File: config.mk
export PLATFORM = sky130hd
export DESIGN_NAME = vga_fb_scanout_arbiter
export DESIGN_NICKNAME = d
export VERILOG_FILES = /design/src/rtl/vga_fb_scanout_arbiter.sv
export SDC_FILE = /design/constraint.sdc
export NUM_CORES = 1
export LEC_CHECK = 0
export ABC_AREA = 1
export CORE_ASPECT_RATIO = 1.5
export CORE_MARGIN = 2
export CORE_UTILIZATION = 30
export CTS_CLUSTER_DIAMETER = 30
export DETAILED_ROUTE_END_ITERATION = 10
export GPL_TIMING_DRIVEN = 1
export PLACE_DENSITY = 0.49
export SLEW_MARGIN = 20
export SYNTH_ARGS = -nofsm -noshare
export SYNTH_HDL_FRONTEND = slang
export SYNTH_SLANG_ARGS = --single-unit
File: constraint.sdc
create_clock -name clk_25 -period 2.85 [get_ports clk_25]
set_clock_uncertainty 0.1 [all_clocks]
set_input_delay 0.7125 -clock clk_25 [delete_from_list [all_inputs] [get_ports clk_25]]
set_output_delay 0.7125 -clock clk_25 [all_outputs]
set_load 0.03 [all_outputs]
File: src/rtl/vga_fb_scanout_arbiter.sv
// vga_fb_scanout_arbiter: one single-port framebuffer RAM shared by a scanout prefetch FIFO and CPU writes.
// Latency: RAM op one cycle after arbitration; read data enters the FIFO two cycles after arbitration.
// Backpressure: cpu_req held until cpu_ack; fetch stalls on FIFO fill; pix_rd on empty FIFO sets sticky underflow.
// Build option VGA_FB_CPU_READ_EN adds cpu_we/cpu_rdata so the CPU port can also read.

module vga_fb_fifo #(
    parameter int W     = 12,
    parameter int DEPTH = 8
) (
    input  logic                   clk_25,
    input  logic                   rst_n,
    input  logic                   flush,
    input  logic                   push_vld,
    input  logic [W-1:0]           push_dat,
    input  logic                   pop_rdy,
    output logic [W-1:0]           head_dat,
    output logic                   empty,
    output logic [$clog2(DEPTH):0] count
);
    localparam int AW = $clog2(DEPTH);
    localparam int CW = AW + 1;

    logic [W-1:0]  mem [DEPTH];
    logic [AW-1:0] wr_ptr;
    logic [AW-1:0] rd_ptr;
    logic          do_pop;

    assign empty    = (count == '0);
    assign do_pop   = pop_rdy && !empty;
    assign head_dat = mem[rd_ptr];

    // No full check: the writer bounds its outstanding pushes against count.
    always_ff @(posedge clk_25 or negedge rst_n) begin
        if (!rst_n) begin
            wr_ptr <= '0;
            rd_ptr <= '0;
            count  <= '0;
        end else if (flush) begin
            wr_ptr <= '0;
            rd_ptr <= '0;
            count  <= '0;
        end else begin
            if (push_vld) wr_ptr <= wr_ptr + 1'b1;
            if (do_pop)   rd_ptr <= rd_ptr + 1'b1;
            count <= count + CW'(push_vld) - CW'(do_pop);
        end
    end

    always_ff @(posedge clk_25) begin
        if (push_vld && !flush) mem[wr_ptr] <= push_dat;
    end
endmodule

module vga_fb_scanout_arbiter #(
    parameter int FB_W       = 160,
    parameter int FB_H       = 120,
    parameter int SCALE_LOG2 = 2,
    parameter int FIFO_DEPTH = 8,
    parameter int LOW_WM     = 3,
    parameter int ADDR_W     = 15
) (
    input  logic              clk_25,
    input  logic              rst_n,
    input  logic              frame_start,
    input  logic              pix_rd,
    output logic [11:0]       pix_rgb,
    output logic              underflow,
    input  logic              cpu_req,
    input  logic [ADDR_W-1:0] cpu_addr,
    input  logic [11:0]       cpu_data,
`ifdef VGA_FB_CPU_READ_EN
    input  logic              cpu_we,
    output logic [11:0]       cpu_rdata,
`endif
    output logic              cpu_ack,
    output logic [ADDR_W-1:0] ram_addr,
    output logic [11:0]       ram_wdata,
    output logic              ram_we,
    input  logic [11:0]       ram_rdata
);
    localparam int SCALE = 1 << SCALE_LOG2;
    localparam int FXW   = $clog2(FB_W);
    localparam int FYW   = $clog2(FB_H);
    localparam int CW    = $clog2(FIFO_DEPTH) + 1;
    localparam int FW    = CW + 1;

    localparam logic [FXW-1:0]        FX_LAST   = FXW'(FB_W - 1);
    localparam logic [FYW-1:0]        FY_LAST   = FYW'(FB_H - 1);
    localparam logic [SCALE_LOG2-1:0] REP_LAST  = SCALE_LOG2'(SCALE - 1);
    localparam logic [ADDR_W-1:0]     FB_W_A    = ADDR_W'(FB_W);
    localparam logic [ADDR_W-1:0]     FB_SIZE_A = ADDR_W'(FB_W * FB_H);
    localparam logic [FW-1:0]         LOW_WM_F  = FW'(LOW_WM);
    localparam logic [FW-1:0]         DEPTH_F   = FW'(FIFO_DEPTH);

    logic [FXW-1:0]        fx;
    logic [FYW-1:0]        fy;
    logic [SCALE_LOG2-1:0] rep;
    logic [SCALE_LOG2-1:0] sx;
    logic [ADDR_W-1:0]     line_base;
    logic [ADDR_W-1:0]     vid_addr;
    logic                  done;

    logic                  rd_bus;
    logic                  rd_pend;
    logic                  cpu_rd_bus;
    logic [FW-1:0]         fill;

    logic                  vid_ok;
    logic                  cpu_ok;
    logic                  sel_vid;
    logic                  sel_cpu;
    logic                  cpu_is_wr;
    logic                  cpu_in_range;

    logic                  fifo_push;
    logic                  fifo_pop;
    logic                  fifo_empty;
    logic [11:0]           fifo_head;
    logic [CW-1:0]         fifo_count;

    vga_fb_fifo #(
        .W     (12),
        .DEPTH (FIFO_DEPTH)
    ) u_fifo (
        .clk_25   (clk_25),
        .rst_n    (rst_n),
        .flush    (frame_start),
        .push_vld (fifo_push),
        .push_dat (ram_rdata),
        .pop_rdy  (fifo_pop),
        .head_dat (fifo_head),
        .empty    (fifo_empty),
        .count    (fifo_count)
    );

    // rd_bus: read on ram_addr now; rd_pend: its data is on ram_rdata now.
    assign fill         = FW'(fifo_count) + FW'(rd_bus) + FW'(rd_pend);
    assign vid_addr     = line_base + ADDR_W'(fx);
    assign cpu_in_range = (cpu_addr < FB_SIZE_A);
    assign fifo_push    = rd_pend && !frame_start;
    assign fifo_pop     = pix_rd && (sx == REP_LAST) && !frame_start;
    assign pix_rgb      = fifo_empty ? 12'h000 : fifo_head;

`ifdef VGA_FB_CPU_READ_EN
    assign cpu_is_wr = cpu_we;
`else
    assign cpu_is_wr = 1'b1;
`endif

    // Video is held off during frame_start so nothing issued with stale counters can reach the FIFO.
    always_comb begin
        vid_ok  = !done && !frame_start;
        cpu_ok  = cpu_req && !cpu_ack && !cpu_rd_bus;
        sel_vid = 1'b0;
        sel_cpu = 1'b0;
        if (vid_ok && (fill < LOW_WM_F)) begin
            sel_vid = 1'b1;
        end else if (cpu_ok) begin
            sel_cpu = 1'b1;
        end else if (vid_ok && (fill < DEPTH_F)) begin
            sel_vid = 1'b1;
        end
    end

    always_ff @(posedge clk_25 or negedge rst_n) begin
        if (!rst_n) begin
            ram_addr   <= '0;
            ram_wdata  <= '0;
            ram_we     <= 1'b0;
            cpu_ack    <= 1'b0;
            cpu_rd_bus <= 1'b0;
            rd_bus     <= 1'b0;
            rd_pend    <= 1'b0;
            fx         <= '0;
            fy         <= '0;
            rep        <= '0;
            line_base  <= '0;
            done       <= 1'b0;
        end else begin
            ram_we     <= sel_cpu && cpu_is_wr && cpu_in_range;
            cpu_ack    <= (sel_cpu && cpu_is_wr) || cpu_rd_bus;
            cpu_rd_bus <= sel_cpu && !cpu_is_wr;
            rd_bus     <= sel_vid;
            rd_pend    <= rd_bus && !frame_start;

            if (sel_vid) begin
                ram_addr <= vid_addr;
                if (fx == FX_LAST) begin
                    fx <= '0;
                    if (rep == REP_LAST) begin
                        rep <= '0;
                        if (fy == FY_LAST) begin
                            done <= 1'b1;
                        end else begin
                            fy        <= fy + 1'b1;
                            line_base <= line_base + FB_W_A;
                        end
                    end else begin
                        rep <= rep + 1'b1;
                    end
                end else begin
                    fx <= fx + 1'b1;
                end
            end else if (sel_cpu) begin
                ram_addr  <= cpu_addr;
                ram_wdata <= cpu_data;
            end

            if (frame_start) begin
                fx        <= '0;
                fy        <= '0;
                rep       <= '0;
                line_base <= '0;
                done      <= 1'b0;
            end
        end
    end

    always_ff @(posedge clk_25 or negedge rst_n) begin
        if (!rst_n) begin
            sx        <= '0;
            underflow <= 1'b0;
        end else begin
            if (frame_start) sx <= '0;
            else if (pix_rd) sx <= sx + 1'b1;
            if (pix_rd && fifo_empty) underflow <= 1'b1;
        end
    end

`ifdef VGA_FB_CPU_READ_EN
    logic        cpu_rd_pend;
    logic        cpu_rd_oor;
    logic [11:0] cpu_rdata_q;
    logic [11:0] cpu_rd_val;

    assign cpu_rd_val = cpu_rd_oor ? 12'h000 : ram_rdata;
    assign cpu_rdata  = cpu_rd_pend ? cpu_rd_val : cpu_rdata_q;

    // Grants are blocked while a read is outstanding, so the range flag is stable until its ack.
    always_ff @(posedge clk_25 or negedge rst_n) begin
        if (!rst_n) begin
            cpu_rd_pend <= 1'b0;
            cpu_rd_oor  <= 1'b0;
            cpu_rdata_q <= '0;
        end else begin
            cpu_rd_pend <= cpu_rd_bus;
            if (sel_cpu && !cpu_is_wr) cpu_rd_oor <= !cpu_in_range;
            if (cpu_rd_pend) cpu_rdata_q <= cpu_rd_val;
        end
    end
`endif
endmodule

==> run summary <==
The signed area change from the synthesized netlist to the final layout is 26.7%, and the worst endpoint required time is 2040 ps. The tools report the final-stage net count as 967. After detailed routing, the number of remaining DRC violations is 0. In this run the vertical extent of the chip is 201 µm.

The die covers 0.0271 mm². The critical-path cell with the highest stage delay was dfrtp_2. Before antenna repair, the detailed router went through 4 iterations.

In this run the deepest clock path goes through 2 buffers. After clock tree synthesis, the clock-pin slew on the worst setup and hold paths is 70 ps. In this run the critical register-to-register path is captured at ram_wdata[3]. The largest single stage delay on the critical path is 440 ps. Entering global routing, the biggest net connects 46 pins. Across the run, the number of max-cap violations was 0. The tools report the total number of yosys warnings as 0.

By count the netlist is led by nand2_1 (165), nor2_1 (139), edfxtp_1 (96). In this run the worst setup path begins at u_fifo.rd_ptr[0]. Detailed-route via count: 5660.

By startpoint and endpoint, the worst setup path is classified as flop to output port. The floorplan row count was 72. The path type of the worst min-delay path was input port to asynchronous set/reset pin. Buffers inserted during clock tree synthesis total 17. The later-pin clock latency in the skew report was 430 ps. The via count of the first global-routing pass is 5651, and the wire length of the first global-routing pass is 29200 µm.

STA classifies the critical path startpoint as a flop. In this run the critical register-to-register path is launched from rd_bus. The combined area of all synthesized cells was 0.00773 mm². The number of levels the H-tree was split into is 4. In this run, post-CTS hold repair placed 0 buffers. The tightest hold path in the finished design has a slack of 103 ps. The run gives 0 as the remaining global-route overflow.

The number of vias per cell was 4.54. The post-synthesis net count is 860, and the routed wire length per instance is 14.4 µm. The largest area contributor in the netlist is edfxtp_1. The number of max-slew violations in the final report came out at 0. The final critical path takes up 96.3% of the cycle.

Yosys instantiated no cell more often than nand2_1. For this run, the top clock speed supported by timing is 364 MHz. Buffers placed on the I/O ports in this run total 85. The initial utilization of the core area, before any placement, comes to 30.2%.

The synthesized netlist contains 32 unique library cells. The clock net in this run drives a total of 168 sinks. In this run the worst path has a maximum fanout of 30. Traced cell by cell, the critical path runs through inv_2 > buf_12 > nor2_1 > o32ai_1 > nor2_1 > nor2_1 > clkdlybuf4s15_2. The run finished with clean final reports.

Setup repair after global routing could not meet its margin everywhere. The half-perimeter wire length after placement was 12300 µm. For this run, the leading register cell type out of synthesis is edfxtp_1. TritonCTS built the clock tree. From left edge to right edge, the die measures 135 µm. The average footprint of a synthesized cell was 9.71 µm².

Following the worst setup path forward leads to its endpoint at pix_rgb[2]. The tools report the data arrival time at the worst-slack endpoint as 1930 ps. For this design the ratio of total power to cell area is 651 mW/mm².

The first routing iteration left 239 violations. The count of nets left with antenna violations once routing finished came out at 0. In the final layout, the share of cells above drive strength 1 is 12.3%. The global placement routability congestion is 0.746. Among the stages of the critical path, the cell type that occurs most often is nor2_1. The number of synthesized flops with an enable pin is 96. Of the post-synthesis cell area, the dominant cell type holds 37.3%. The tools report the category of the worst setup path capture point as an output port.

The final layout contains routed wiring with a total length of 17900 µm. The worst path needs 2740 ps of the cycle, external delays included. The async set-reset flop share out of synthesis was 42.9%. Leakage power of the design: 3.99 nW. Boundary pin count: 86. The number of cells on the worst reg-to-reg path works out to 11.

The final hold violation count came out at 0. Of the synthesized area, sequential elements account for 60.6%. The worst-case IR drop observed on VDD is 0.462 mV. The final-layout fill cell count came out at 2603.

The cell count after synthesis came out at 796. For the pin with the worst max-slew slack, the measured transition is 652 ps. By area the synthesized netlist is led by edfxtp_1 (37%), dfrtp_1 (23%), nand2_1 (8.0%). The run gives 0 as the final setup violation count. For the reg-to-reg setup timing slack, the log shows 220 ps. Counting flops and latches in the post-synthesis netlist gives 168. Cells fill 38.3% of the core in the end. Global routing used 13.8% of the available tracks.

In this run the tightest slew margin relative to its limit is 56.4%. The run gives 0 as the initial antenna violation count. The diode insertion count for antenna repair was 0. The root buffer cell was clkbuf_16.

The area inside the core boundary was 0.0256 mm².
## worst min-delay path by stage
stage | start | to | slack [ps] | depth (start not counted)
2_1_floorplan | rst_n | cpu_ack | 320 | 0
3_3_place_gp | ram_wdata[7] | ram_wdata[7] | 360 | 2
3_5_place_dp | ram_wdata[6] | ram_wdata[6] | 360 | 2
4_1_cts | rst_n | ram_wdata[5] | 100 | 1
5_1_grt | rst_n | ram_wdata[5] | 120 | 1
6_report | rst_n | ram_wdata[5] | 100 | 1
## cell usage in the layout (no fill, tap or decap), drive strengths merged, types with 2 or more instances in the layout
| cell | netlist | layout |
|---|---|---|
| dfrtp | 72 | 72 |
| clkinv | 1 | 5 |
| ha | 18 | 18 |
| o21ai | 95 | 95 |
| fa | 2 | 2 |
| a21oi | 11 | 11 |
| xor2 | 2 | 2 |
| inv | 54 | 56 |
| clkbuf | 18 | 19 |
| clkinvlp | 0 | 5 |
| nand3 | 73 | 73 |
| o32ai | 12 | 12 |
| clkdlybuf4s50 | 0 | 72 |
| nor2 | 141 | 141 |
| buf | 15 | 45 |
| xnor2 | 3 | 3 |
| or2 | 6 | 6 |
| nand2 | 167 | 167 |
| edfxtp | 96 | 96 |
| nand4 | 6 | 6 |
| clkdlybuf4s15 | 0 | 4 |
## power by group
group          leakage, nW  switching [mW]  internal (mW)  total [mW]
combinational         1.93           0.804          0.521        1.32
sequential            1.81           0.146           2.77        2.91
clock                0.247           0.941           1.19        2.13
total                 3.99            1.89           4.48        6.37
## cells by family after synthesis
family          after synthesis  synth area share, %
simple gates                394                 21.1
flops                       168                 60.6
compound gates              121                 9.49
buf+inv                      88                 4.82
fa+ha+maj                    20                 3.43
xor+xnor                      5                0.567
## critical path, delay by kind of cell, from the launching register on
family          cells  cell delay [ps]
buf+inv             3              600
compound gates      1              220
simple gates        3              240
flops               1              440
## layout make-up
type / count / area [µm²] / area share (%)
sequential: 168 / 4690 / 47.9
clock inverter: 12 / 104 / 1.06
tap: 333 / 417 / 4.26
inverter: 55 / 206 / 2.11
clock buffer: 19 / 433 / 4.42
multi-input combinational: 540 / 2670 / 27.3
timing repair buffer: 121 / 1270 / 13.0
## metal layers
layer	part of all wire [%]	wire [µm]	vias up	track usage [%]
met2	54	9610	89	25.9
met1	41	7390	2675	14.9
met3	4.0	719	10	3.66
met5	0	0	-	0
met4	1.1	193	0	4.06
li1	-	-	2886	-
## registers in the layout, indices dropped and copies added, names as in the netlist, 2 cells and up
name / cells
line_base: 10
fy: 7
ram_wdata: 12
u_fifo.wr_ptr: 3
u_fifo.rd_ptr: 3
ram_addr: 15
u_fifo.mem: 96
rep: 2
sx: 2
u_fifo.count: 4
fx: 8
## per-stage QoR
step / cells / power (mW) / setup slack [ps] / setup TNS [ps] / area [µm²]
3_5_place_dp: 1216 / 4.32 / -28.0 / -204 / 9250
6_report: 1248 / 6.37 / 105 / 0 / 9790
2_1_floorplan: 796 / 3.72 / 522 / 0 / 7730
3_3_place_gp: 1216 / 4.32 / 20.8 / 0 / 9250
5_1_grt: 1248 / 6.71 / -0.934 / -0.934 / 9790
4_1_cts: 1247 / 6.48 / 6.25 / 0 / 9790
## timing repair
item	CTS	global route
buffers inserted	0	1
setup endpoints to repair	9	11
resized for setup	29	21
pin swaps	0	0
gates cloned	0	0
Power figures use the tool's default switching activity.
